--- config.mk ---
export PLATFORM = sky130hd
export DESIGN_NAME = uart_rx_ctrl
export DESIGN_NICKNAME = d
export VERILOG_FILES = /design/src/rtl/uart_rx_pkg.sv /design/src/rtl/uart_rx_ctrl_cnt.sv /design/src/rtl/uart_rx_ctrl.sv
export SDC_FILE = /design/constraint.sdc
export NUM_CORES = 1
export LEC_CHECK = 0
export ABC_AREA = 1
export BUFFER_PORTS_ARGS = -buffer_cell sky130_fd_sc_hd__buf_2
export CAP_MARGIN = 20
export CORE_ASPECT_RATIO = 1.25
export CORE_MARGIN = 1
export CORE_UTILIZATION = 35
export CTS_BUF_LIST = sky130_fd_sc_hd__clkbuf_4 sky130_fd_sc_hd__clkbuf_8 sky130_fd_sc_hd__clkbuf_16
export CTS_CLUSTER_SIZE = 12
export DETAILED_ROUTE_END_ITERATION = 7
export GPL_ROUTABILITY_DRIVEN = 0
export PLACE_DENSITY = 0.58
export RECOVER_POWER = 50
export SLEW_MARGIN = 20
export SYNTH_ARGS = -nofsm -noshare
export SYNTH_HDL_FRONTEND = slang
export SYNTH_SLANG_ARGS = --single-unit
--- constraint.sdc ---
create_clock -name clk_i -period 4.05 [get_ports clk_i]
set_clock_uncertainty 0.2 [all_clocks]
set_input_delay 0.2025 -clock clk_i [delete_from_list [all_inputs] [get_ports clk_i]]
set_output_delay 0.2025 -clock clk_i [all_outputs]
set_load 0.005 [all_outputs]
--- src/rtl/uart_rx_pkg.sv ---
// Shared types and constants for the UART receive path.
package uart_rx_pkg;

   typedef enum logic [2:0] {IDLE, START, DATA, PARITY, STOP, DONE} rx_state_e;

   localparam int DATA_BITS    = 8;
   localparam int MIN_PRESCALE = 8;

   function automatic logic is_bit_state(rx_state_e s);
      return (s == START) || (s == DATA) || (s == PARITY) || (s == STOP);
   endfunction

endpackage

--- src/rtl/uart_rx_ctrl_cnt.sv ---
// Oversample edge counter and data bit counter for the RX frame controller.
// edge_cnt wraps at last_val_i; bit_cnt advances on each wrap while bit_run_i is high.
module rx_edge_bit_cnt
   import uart_rx_pkg::*;
#(
   parameter int PRESCALE_W = 6
) (
   input  logic                  clk_i,
   input  logic                  rst_i,
   input  logic                  edge_run_i,
   input  logic                  bit_run_i,
   input  logic [PRESCALE_W-1:0] last_val_i,
   output logic [PRESCALE_W-1:0] edge_cnt_o,
   output logic [3:0]            bit_cnt_o,
   output logic                  edge_last_o,
   output logic                  bit_last_o
);

   logic [PRESCALE_W-1:0] edge_cnt_q, edge_cnt_d;
   logic [3:0]            bit_cnt_q, bit_cnt_d;

   assign edge_last_o = (edge_cnt_q == last_val_i);
   assign bit_last_o  = (bit_cnt_q == 4'(DATA_BITS - 1));
   assign edge_cnt_o  = edge_cnt_q;
   assign bit_cnt_o   = bit_cnt_q;

   always_comb begin
      edge_cnt_d = '0;
      if (edge_run_i && !edge_last_o) begin
         edge_cnt_d = edge_cnt_q + PRESCALE_W'(1);
      end
      // bit_cnt falls back to 0 after the last data bit so it reads 0 outside DATA
      bit_cnt_d = '0;
      if (bit_run_i) begin
         bit_cnt_d = bit_cnt_q;
         if (edge_last_o) begin
            bit_cnt_d = bit_last_o ? 4'd0 : bit_cnt_q + 4'd1;
         end
      end
   end

   always_ff @(posedge clk_i) begin
      if (rst_i) begin
         edge_cnt_q <= '0;
         bit_cnt_q  <= '0;
      end else begin
         edge_cnt_q <= edge_cnt_d;
         bit_cnt_q  <= bit_cnt_d;
      end
   end

endmodule

--- src/rtl/uart_rx_ctrl.sv ---
// UART RX frame sequencer: tracks start/data/parity/stop at P-times oversampling,
// strobes the sampler and checkers at the sample point and reports per-frame status.
module uart_rx_ctrl
   import uart_rx_pkg::*;
#(
   parameter int PRESCALE_W = 6
) (
   input  logic                  clk_i,
   input  logic                  rst_i,
   input  logic                  rx_in_i,
   input  logic [PRESCALE_W-1:0] prescale_i,
   input  logic                  par_en_i,
   input  logic                  strt_glitch_i,
   input  logic                  par_err_i,
   input  logic                  stp_err_i,
   output logic [PRESCALE_W-1:0] edge_cnt_o,
   output logic [3:0]            bit_cnt_o,
   output logic                  dat_samp_en_o,
   output logic                  deser_en_o,
   output logic                  strt_chk_en_o,
   output logic                  par_chk_en_o,
   output logic                  stp_chk_en_o,
   output logic                  data_valid_o,
   output logic                  parity_error_o,
   output logic                  framing_error_o
);

   rx_state_e             state_q;
   logic [PRESCALE_W-1:0] p_q;
   logic [PRESCALE_W-1:0] p_lat, last_val, samp_m1;
   logic                  edge_last, bit_last, edge_run, bit_run, at_samp;
   logic                  par_flag_q;

   assign p_lat    = (prescale_i < PRESCALE_W'(MIN_PRESCALE)) ? PRESCALE_W'(MIN_PRESCALE) : prescale_i;
   assign last_val = p_q - PRESCALE_W'(1);
   // Strobes are registered, so they are launched one edge ahead of the sample point P/2+2
   assign samp_m1  = (p_q >> 1) + PRESCALE_W'(1);
   assign at_samp  = (edge_cnt_o == samp_m1);
   assign edge_run = is_bit_state(state_q) || ((state_q == DONE) && !rx_in_i);
   assign bit_run  = (state_q == DATA);

   rx_edge_bit_cnt #(.PRESCALE_W(PRESCALE_W)) u_cnt (
      .clk_i       (clk_i),
      .rst_i       (rst_i),
      .edge_run_i  (edge_run),
      .bit_run_i   (bit_run),
      .last_val_i  (last_val),
      .edge_cnt_o  (edge_cnt_o),
      .bit_cnt_o   (bit_cnt_o),
      .edge_last_o (edge_last),
      .bit_last_o  (bit_last)
   );

   always_ff @(posedge clk_i) begin
      if (rst_i) begin
         state_q         <= IDLE;
         p_q             <= PRESCALE_W'(MIN_PRESCALE);
         par_flag_q      <= 1'b0;
         dat_samp_en_o   <= 1'b0;
         deser_en_o      <= 1'b0;
         strt_chk_en_o   <= 1'b0;
         par_chk_en_o    <= 1'b0;
         stp_chk_en_o    <= 1'b0;
         data_valid_o    <= 1'b0;
         parity_error_o  <= 1'b0;
         framing_error_o <= 1'b0;
      end else begin
         deser_en_o    <= 1'b0;
         strt_chk_en_o <= 1'b0;
         par_chk_en_o  <= 1'b0;
         stp_chk_en_o  <= 1'b0;
         data_valid_o  <= 1'b0;
         unique case (state_q)
            IDLE, DONE: begin
               if (!rx_in_i) begin
                  state_q         <= START;
                  p_q             <= p_lat;
                  par_flag_q      <= 1'b0;
                  parity_error_o  <= 1'b0;
                  framing_error_o <= 1'b0;
                  dat_samp_en_o   <= 1'b1;
               end else begin
                  state_q       <= IDLE;
                  dat_samp_en_o <= 1'b0;
               end
            end
            START: begin
               if (at_samp) strt_chk_en_o <= 1'b1;
               if (edge_last) begin
                  if (strt_glitch_i) begin
                     state_q       <= IDLE;
                     dat_samp_en_o <= 1'b0;
                  end else begin
                     state_q <= DATA;
                  end
               end
            end
            DATA: begin
               if (at_samp) deser_en_o <= 1'b1;
               if (edge_last && bit_last) state_q <= par_en_i ? PARITY : STOP;
            end
            PARITY: begin
               if (at_samp) par_chk_en_o <= 1'b1;
               if (edge_last) begin
                  par_flag_q <= par_flag_q | par_err_i;
                  state_q    <= STOP;
               end
            end
            STOP: begin
               if (at_samp) stp_chk_en_o <= 1'b1;
               if (edge_last) begin
                  state_q         <= DONE;
                  dat_samp_en_o   <= 1'b0;
                  data_valid_o    <= !(par_flag_q || stp_err_i);
                  parity_error_o  <= par_flag_q;
                  framing_error_o <= stp_err_i;
               end
            end
            default: begin
               state_q       <= IDLE;
               dat_samp_en_o <= 1'b0;
            end
         endcase
      end
   end

endmodule

==> run_results.csv <==
group,metric,value,unit
setup_path,worst_setup_path_startpoint,"p_q[1]",
final_layout,flow.area_growth_from_synthesis,16.42,%
place,hpwlAfterDp,2871,µm
final_layout,regArea,560.5,µm²
setup_path,path_cells,"inv_1 -> ha_1 -> inv_1 -> nand2_1 -> nand2_1 -> nor2_1 -> nand2_1 -> nor2_2 -> nand3_2 -> o21ai_2 -> nand2_1 -> o21bai_1 -> inv_1",
setup_path,cp.required,4030,ps
drt,num_vias,1533,
final_layout,final_nets,280,
yosys,synth_seq_area_share,35.19,%
power,vdd_ir_drop_max,195.3,µV
drt,detailed_router_s_first_iteration_violation_count,59,
sta,timing.max_slew.rel_slack,62.31,%
final_layout,antenna-diode-count,0,
final_layout,drive_gt1_share,14.56,%
drt,antenna_violating_nets_post_route,0,
global_routing,gr-usage-all-layers,16.30,%
clocking,tritoncts,"yes",
power,power-per-cell-area,556.1,nW/µm²
floorplanning,dieWidth,62.34,µm
worst_hold_path,min-delay-path-class,"input port to register",
power,p_clk_share,21.5,%
floorplanning,die_area,4826,µm²
setup_path,critical_path_class,"register to register",
yosys,postSynthNetCount,249,
setup_path,worst_path_max_delay_cell,"sky130_fd_sc_hd__dfxtp_1",
setup_path,worstSetupEndpoint,"state_q[1]",
sta,layout_min_cycle_time,2248,ps
sta,min_period_over_period,55.49,%
sta,fmaxAchievable,0.4449,GHz
clocking,numCtsBuffers,3,
yosys,post_synth_most_frequent_cells,"sky130_fd_sc_hd__nand2_1, sky130_fd_sc_hd__inv_1, sky130_fd_sc_hd__nor2_1, sky130_fd_sc_hd__dfxtp_1, sky130_fd_sc_hd__a21oi_1",
yosys,post-synth-top-area-cell,"sky130_fd_sc_hd__dfxtp_1",
floorplanning,i_o_pins,31,
setup_path,cp-end-kind,"register",
power,seqPwrFrac,36.5,%
power,share_comb_of_total_power,42.0,%
setup_path,worst_r2r_startpoint,"p_q[1]",
yosys,synth-main-ff-cell,"sky130_fd_sc_hd__dfxtp_1",
clocking,path_clk_slew,100,ps
floorplanning,start_util,36.27,%
sta,timing.final.setup_violations,0,
clocking,post_cts_buffers,0,
sta,rsz0062_at_grt,"false",
floorplanning,core_area,4392,µm²
setup_path,worst-r2r-setup-slack,1800,ps
drt,drt_drc_violations_left,0,
run,maxCapViolations,0,
run_status,failing_checks,"negative hold slack",
clocking,worst_skew_pair.late_latency,280,ps
global_routing,wire_length_of_the_first_global_routing_pass,6265,µm
global_routing,grt.overflow.total,0,
power,p_sw_share,40.22,%
floorplanning,die_height,77.42,µm
setup_path,rr_endpoint,"state_q[1]",
drt,viasPerCell,4.806,
place,io_buffer_count,30,
yosys,yosysWarningCount,0,
sta,timing.final.hold_violations,1,
yosys,yosysUniqueCellTypes,33,
yosys,yosysTopAreaCellShare,35.19,%
clocking,cts.sink_count,28,
drt,drt-total-wl,3626,µm
setup_path,crit_path_max_fanout,11,
yosys,synthesis.area_per_instance,6.895,µm²
power,leakagePower,0.0008179,µW
setup_path,worst_r2r_path_depth,13,
clocking,htree_num_levels,1,
final_layout,filler_cell_count,489,
power,p_sw,414.8,µW
yosys,synthTopCellsByArea,"sky130_fd_sc_hd__dfxtp_1, sky130_fd_sc_hd__nand2_1, sky130_fd_sc_hd__inv_1, sky130_fd_sc_hd__nor2_1, sky130_fd_sc_hd__a21oi_1",
yosys,syn_inst,231,
floorplanning,rows,27,
sta,setup_tns,0,ps
yosys,post_synth_instance_area,1593,µm²
yosys,post_synth_edffs,0,
drt,drtPass1Iterations,4,
yosys,ys_async_sr_fraction,0,%
setup_path,timing.critical_path.depth,13,
run_status,run_status,"complete, but fails checks",
setup_path,start_kind,"register",
yosys,ys_seq_elements,28,
setup_path,crit_top_cell,"sky130_fd_sc_hd__nand2_1",
power,cell_int_power,616.4,µW
setup_path,timing.critical_path.max_delay_family,"simple AND/OR/NAND/NOR gates",
setup_path,cp_num_buf_inv,3,
clocking,post_cts_resized,0,
global_routing,maximum_number_of_pins_on_one_net_before_global_route_repair,17,
clocking,maximum_count_of_clock_buffers_along_a_single_path,2,
yosys,yosys.cell_count.top_type,"sky130_fd_sc_hd__nand2_1",
drt,detail_route.wl_per_cell,11.37,µm
setup_path,worst_path_largest_cell_delay,360,ps
clocking,ctsRootBufferMaster,"sky130_fd_sc_hd__clkbuf_8",
global_routing,grt_antenna_before_repair,0,
global_routing,grt_pass1_vias,1383,
sta,pin_slew_with_the_least_headroom_to_its_limit,561.0,ps
final_layout,multi_input_area,862.1,µm²
clocking,post_cts_hold_buffer_count,2,
setup_path,arrival,2230,ps
power,post-layout-total-power,1031,µW
sta,hold_slack,-0.1633,ps
sta,maxSlewViolCount,0,
cells in the final DEF (no fill, tap or decap):
master / n
sky130_fd_sc_hd__nand2_1: 46
sky130_fd_sc_hd__inv_1: 30
sky130_fd_sc_hd__nor2_1: 29
sky130_fd_sc_hd__dfxtp_1: 28
sky130_fd_sc_hd__buf_2: 25
sky130_fd_sc_hd__a21oi_1: 17
sky130_fd_sc_hd__nand3_1: 16
sky130_fd_sc_hd__o21ai_0: 11
sky130_fd_sc_hd__nor3_1: 8
sky130_fd_sc_hd__a211oi_1: 5
sky130_fd_sc_hd__xnor2_1: 5
sky130_fd_sc_hd__ha_1: 5
sky130_fd_sc_hd__clkbuf_1: 5
sky130_fd_sc_hd__inv_2: 3
sky130_fd_sc_hd__xor2_1: 3
sky130_fd_sc_hd__nand4_1: 3
sky130_fd_sc_hd__clkbuf_8: 3
sky130_fd_sc_hd__o21bai_1: 2
sky130_fd_sc_hd__dlygate4sd3_1: 2
sky130_fd_sc_hd__o211ai_1: 1
sky130_fd_sc_hd__nor2_2: 1
sky130_fd_sc_hd__nand3_2: 1
sky130_fd_sc_hd__o21ai_1: 1
sky130_fd_sc_hd__nand3b_1: 1
sky130_fd_sc_hd__nand3_4: 1
sky130_fd_sc_hd__o22ai_1: 1
sky130_fd_sc_hd__o21ai_2: 1
sky130_fd_sc_hd__nand2_2: 1
sky130_fd_sc_hd__nor3b_1: 1
sky130_fd_sc_hd__nor2_4: 1
sky130_fd_sc_hd__o31ai_1: 1
sky130_fd_sc_hd__o2111ai_1: 1
sky130_fd_sc_hd__nor4_1: 1
sky130_fd_sc_hd__bufinv_16: 1
worst reg2reg max path: cells and delay by family, from the launching register on:
kind / cells / cell delay [ps]
AO/OA/AOI/OAI: 2 / 330
buffers and inverters: 3 / 190
adder cells (fa/ha/maj): 1 / 310
flip-flops: 1 / 360
AND/OR/NAND/NOR: 7 / 770
kinds of logic (layout without fill, tap and decap cells):
family / Yosys count / count (layout) / share of synthesized area (%)
compound gates: 41 / 41 / 14.85
xor+xnor: 8 / 8 / 4.399
fa+ha+maj: 5 / 5 / 3.928
buf+inv: 39 / 69 / 10.68
flops: 28 / 28 / 35.19
simple gates: 110 / 110 / 30.95
cell type report:
type	count	area share, %
clock buffer	3	2.227
clock inverter	1	1.619
inverter	33	6.680
multi-input combinational	164	46.49
sequential	28	30.23
tap	58	3.914
timing repair buffer	32	8.839
state kept, by name (all words and copies together), names as in the netlist:
signal	flops
dat_samp_en_o	1
data_valid_o	1
deser_en_o	1
framing_error_o	1
p_q	6
par_chk_en_o	1
par_flag_q	1
parity_error_o	1
state_q	3
stp_chk_en_o	1
strt_chk_en_o	1
u_cnt.bit_cnt_o	4
u_cnt.edge_cnt_o	6
worst min path at each step:
stage                   from             to  slack, ps  cells after the start
2_1_floorplan          rst_i  dat_samp_en_o         70                      1
3_3_place_gp       stp_err_i   data_valid_o        200                      2
3_5_place_dp       stp_err_i   data_valid_o        190                      2
4_1_cts        prescale_i[3]         p_q[3]        0.6                      3
5_1_grt            par_err_i     par_flag_q         30                      3
6_report       prescale_i[3]         p_q[3]       -0.2                      3
metrics by stage:
stage	setup slack, ps	cells	area (µm²)	util [%]	hold slack (ps)
2_1_floorplan	2167	231	1593	-	71.57
5_1_grt	1481	319	1854	42.22	25.75
4_1_cts	1775	319	1861	42.36	0.6183
6_report	1802	319	1854	42.22	-0.1633
3_5_place_dp	1799	313	1769	40.28	191.1
3_3_place_gp	1811	313	1769	40.28	202.4
power by group through the flow:
stage	sequential, µW	clock [µW]	combinational [µW]
final	376	221	433
after global routing	385	239	504
after CTS	378	227	436
after detailed placement	384	0	433
after global placement	385	0	432
after floorplan	363	0	362
routing by layer:
layer,GRT usage (%),routed length (µm),vias up
met4,6.279,23,0
met1,20.34,1679,681
met2,28.68,1812,34
li1,-,-,815
met5,0,0,-
met3,1.618,111,3
Note: power is estimated with default switching activity, not from simulation.
